## src/rtl/alu_op_sequencer.sv

```systemverilog
// Initiator for the combinational datapath ALU: accepts an op over valid/ready, drives the
// registered ALU operands, waits SETTLE edges, then returns BusW/Zero over valid/ready.
module alu_op_sequencer #(
    parameter int unsigned N      = 64,
    parameter int unsigned SETTLE = 2
) (
    input  logic         CLK,
    input  logic         RESETn,
    input  logic         req_valid,
    output logic         req_ready,
    input  logic [3:0]   req_op,
    input  logic [N-1:0] req_a,
    input  logic [N-1:0] req_b,
    output logic [N-1:0] alu_busa,
    output logic [N-1:0] alu_busb,
    output logic [3:0]   alu_ctrl,
    input  logic [N-1:0] alu_busw,
    input  logic         alu_zero,
    output logic         rsp_valid,
    input  logic         rsp_ready,
    output logic [N-1:0] rsp_result,
    output logic         rsp_zero,
    output logic         rsp_illegal
);

    localparam int unsigned CW = (SETTLE > 1) ? $clog2(SETTLE) : 1;
    localparam logic [CW-1:0] CNT_INIT = CW'(SETTLE - 1);

    typedef enum logic [1:0] {
        IDLE,
        WAIT,
        RESP
    } stateT;

    stateT         state;
    stateT         stateNext;
    logic [CW-1:0] cnt;
    logic          opLegal;
    logic          acceptLegal;
    logic          acceptIllegal;
    logic          capture;

    always_comb begin
        opLegal = 1'b0;
        case (req_op)
            4'b0000, 4'b0001, 4'b0010, 4'b0110, 4'b0111: opLegal = 1'b1;
            default:                                     opLegal = 1'b0;
        endcase
    end

    always_comb begin
        stateNext     = state;
        acceptLegal   = 1'b0;
        acceptIllegal = 1'b0;
        capture       = 1'b0;
        req_ready     = 1'b0;
        rsp_valid     = 1'b0;
        unique case (state)
            IDLE: begin
                req_ready = 1'b1;
                if (req_valid) begin
                    if (opLegal) begin
                        acceptLegal = 1'b1;
                        stateNext   = WAIT;
                    end else begin
                        acceptIllegal = 1'b1;
                        stateNext     = RESP;
                    end
                end
            end
            WAIT: begin
                if (cnt == '0) begin
                    capture   = 1'b1;
                    stateNext = RESP;
                end
            end
            RESP: begin
                rsp_valid = 1'b1;
                if (rsp_ready) stateNext = IDLE;
            end
            default: stateNext = IDLE;
        endcase
    end

    always_ff @(posedge CLK or negedge RESETn) begin
        if (!RESETn) state <= IDLE;
        else         state <= stateNext;
    end

    // ALU drive registers only move on a legal accept so the ALU sees stable inputs between ops
    always_ff @(posedge CLK or negedge RESETn) begin
        if (!RESETn) begin
            alu_busa    <= '0;
            alu_busb    <= '0;
            alu_ctrl    <= '0;
            cnt         <= '0;
            rsp_result  <= '0;
            rsp_zero    <= 1'b0;
            rsp_illegal <= 1'b0;
        end else begin
            if (acceptLegal) begin
                alu_busa <= req_a;
                alu_busb <= req_b;
                alu_ctrl <= req_op;
                cnt      <= CNT_INIT;
            end else if (state == WAIT && !capture) begin
                cnt <= cnt - CW'(1);
            end
            if (acceptIllegal) begin
                rsp_result  <= '0;
                rsp_zero    <= 1'b1;
                rsp_illegal <= 1'b1;
            end else if (capture) begin
                rsp_result  <= alu_busw;
                rsp_zero    <= alu_zero;
                rsp_illegal <= 1'b0;
            end
        end
    end

endmodule

```

## config.mk

```make
export PLATFORM = sky130hd
export DESIGN_NAME = alu_op_sequencer
export DESIGN_NICKNAME = d
export VERILOG_FILES = /design/src/rtl/alu_op_sequencer.sv
export SDC_FILE = /design/constraint.sdc
export NUM_CORES = 1
export LEC_CHECK = 0
export CAP_MARGIN = 15
export CORE_AREA = 2 2 155 157
export CTS_BUF_LIST = sky130_fd_sc_hd__clkbuf_16
export DETAILED_ROUTE_END_ITERATION = 16
export DIE_AREA = 0 0 157 159
export PLACE_DENSITY = 0.75
export SYNTH_ARGS = -nofsm -noshare
export SYNTH_HDL_FRONTEND = slang
export SYNTH_SLANG_ARGS = --single-unit
export TNS_END_PERCENT = 100
```

## constraint.sdc

```tcl
create_clock -name CLK -period 5.8 [get_ports CLK]
set_input_delay 1.16 -clock CLK [delete_from_list [all_inputs] [get_ports CLK]]
set_output_delay 1.16 -clock CLK [all_outputs]
set_load 0.05 [all_outputs]
```

==> run metrics <==
outcome=finished clean; Pint=0.004424 W; Skew-Pair Late Insertion Delay=0.49 ns; share of layout cells above drive strength 1=11.25%; Die Wd=157 um; Pwr per Cell Area=663.4 mW/mm^2; reg-to-reg critical path startpoint=state[1]; Gate Count Post-Synth=579; Min-Delay Endpoint=rsp_illegal; leakage=5.216 nW; IR drop worst, VDD=between 0.3 and 0.4 mV; global-route wire length before repair=about 33,000 um; Seq pwr share=28.4%; count of different cell masters after synthesis=23; worst r2r dst=alu_busb[37]; minimum clock period=slightly above 3 ns; initial antenna violation count=1; CTS Buf Count=23; post-CTS sizing=0; RSZ-0062 raised after global routing=no; post-synth top area share=between 60% and 70%; Peak Freq=0.3231 GHz; hold path start=rsp_illegal; GRT overflow=0; Synth area leader=dfrtp_1; r2r setup slk=3.54 ns; clk sinks=~200; Core Rows=56; Routed Antenna Nets=0; hold bufs inserted after CTS=0; CTS root buffer=clkbuf_16; die area=0.02496 mm^2; synthesized cell area=0.007617 mm^2; Mean Syn Cell Area=13.16 um^2; Post-layout nets=1,175; DR WL/cell=between 15 and 20 um; Via density=4.498; Final Hold Viols=0; boundary pin count=401; synth top area cells=dfrtp_1 (66%), mux2_2 (11%), mux2_1 (8.4%); Min-Delay Path Class=flip-flop to flip-flop; DRC Markers=0; DRT Pass-1 Iters=4; combinational power share=around 56%; switch share=about 47%; largest net degree at the start of global routing=135; Fin Hold WS=0.4781 ns; Area Growth Syn to Fin=65.32%; Post-DP HPWL=15,240 um; gr usage total=around 17%; Post-Route Setup TNS=0 ns; final RePlAce weighted congestion=0.7702; syn nets=780; Max Transition Viols Final=0; Finish-stage setup viols=0; CTS tree=yes; final period utilization=53.36%; total number of vias=5,879; Initial Util=between 30% and 40%; r2r worst-path depth=4; WL final=21,480 um; net load switching power=0.003931 W; vias in the first global route=5,881; Max Root-Sink Buffers=3; Worst Hold Depth=1; core footprint=0.02319 mm^2; Buffers on Ports=400; Seq/Total Area, Yosys=about two thirds; Ys Warns=0; Worst Path Max Fanout=6; clock transition at the registers of the reported paths=0.05 ns; Seq cells post-synth=201; htree depth=1; Relative slew margins=35.10%; Clk pwr share=15.5%; Max Cap Violations=0; startpoint class of the critical path=flip-flop; DR iter-0 viols=300; Setup Fix Bufs, Post-CTS=0; CP Class=flip-flop to output port; Setup crit end kind=output port; pre-CTS setup slack=2.344 ns; Worst Tran Pin Value=0.9734 ns; die extent in y=159 um; Critical Path RT=4.64 ns; Fin Clk Skew=0.008873 ns; min setup slack post-route=2.705 ns; crit path DAT=between 1.5 and 2 ns
[worst max-delay path, cell delays in order, from the launching register on]
cell             delay (ns)
dfrtp_1                0.41
nor2b_1                0.19
clkdlybuf4s50_1        0.84
[cell families after synthesis]
logic type | Yosys count | share of synthesized area (%)
flip-flops | 201 | 66.03
buffers and inverters | 37 | 2.250
multiplexers | 131 | 19.37
AND/OR/NAND/NOR | 141 | 7.605
AO/OA/AOI/OAI | 69 | 4.747
[final cells by class]
cell class / count / area (um^2)
Clock inverter: 15 / 86.33
Sequential cell: 201 / 5030
Tap cell: 319 / 399.1
Clock buffer: 23 / 575.6
Antenna cell: 1 / 2.502
Multi-Input combinational cell: 341 / 2422
Timing Repair Buffer: 405 / 4070
Inverter: 2 / 7.507
Fill cell: 2009 / 10600
[worst max-delay path by stage]
stage	from	to	slack, ns
after global placement	req_op[2]	rsp_zero	2.35
after detailed placement	req_op[2]	rsp_result[54]	2.34
after floorplan	req_valid	alu_busa[0]	3.15
after CTS	state[1]	rsp_valid	2.67
final	state[1]	rsp_valid	2.71
after global routing	state[1]	rsp_valid	2.58
[flip-flops by register name, summed over array words and instances (netlist names)]
register and flops:
state 2, rsp_result 64, alu_ctrl 4, cnt 1
alu_busa 64, alu_busb 64, rsp_zero 1, rsp_illegal 1
[stage by stage]
| stage | cells | total power, W | util, % | cell area, um^2 |
|---|---|---|---|---|
| after floorplan | 579 | 0.005375 | - | 7617 |
| after global placement | 1268 | 0.007048 | 51.43 | 11930 |
| after detailed placement | 1268 | 0.007117 | 51.43 | 11930 |
| after CTS | 1306 | 0.008455 | 54.29 | 12590 |
| after global routing | 1307 | 0.008731 | 54.30 | 12590 |
| final | 1307 | 0.008355 | 54.30 | 12590 |
[cells in the final DEF, fill, tap and decap left out, types with 2 or more instances in the layout]
master           count
clkinv_1             5
a21oi_1             64
mux2_2              74
nand2_1            130
dfrtp_1            201
buf_12               2
a21o_1               2
clkinv_2             3
inv_1                8
buf_4                3
clkdlybuf4s50_1    399
clkbuf_16           23
nor2b_1              3
mux2_1              57
[cell usage after synthesis]
| cell type | number |
|---|---|
| nor2b_1 | 3 |
| or3b_1 | 1 |
| or3b_2 | 1 |
| a211o_1 | 1 |
| nor3b_1 | 1 |
| nand3b_1 | 1 |
| o21bai_1 | 1 |
| buf_4 | 6 |
| buf_2 | 8 |
| a21o_1 | 2 |
| nand2b_1 | 1 |
| mux2_2 | 74 |
| mux2_1 | 57 |
| buf_1 | 4 |
| o311a_1 | 1 |
| nor2_1 | 1 |
| and3b_1 | 1 |
| dfrtp_1 | 201 |
| clkbuf_1 | 17 |
| nand2_1 | 130 |
| a21oi_1 | 64 |
| nor4_4 | 1 |
| inv_1 | 2 |
[routing by layer]
layer,part of all wire (%),wire length (um),global-route usage [%],vias up
met5,0,0,0,-
met4,2.3,502,4.128,0
met3,9.3,1995,5.444,30
met2,49,10540,28.67,271
met1,39,8435,19.65,2826
li1,-,-,-,2752
[power by group through the flow]
stage	sequential, W	combinational [W]	clock (W)
floorplan	0.00466	0.000720	0
global placement	0.00237	0.00467	0
detailed placement	0.00240	0.00471	0
CTS	0.00238	0.00472	0.00135
global route	0.00246	0.00487	0.00140
finish	0.00238	0.00468	0.00129
Note: power is estimated with default switching activity, not from simulation.
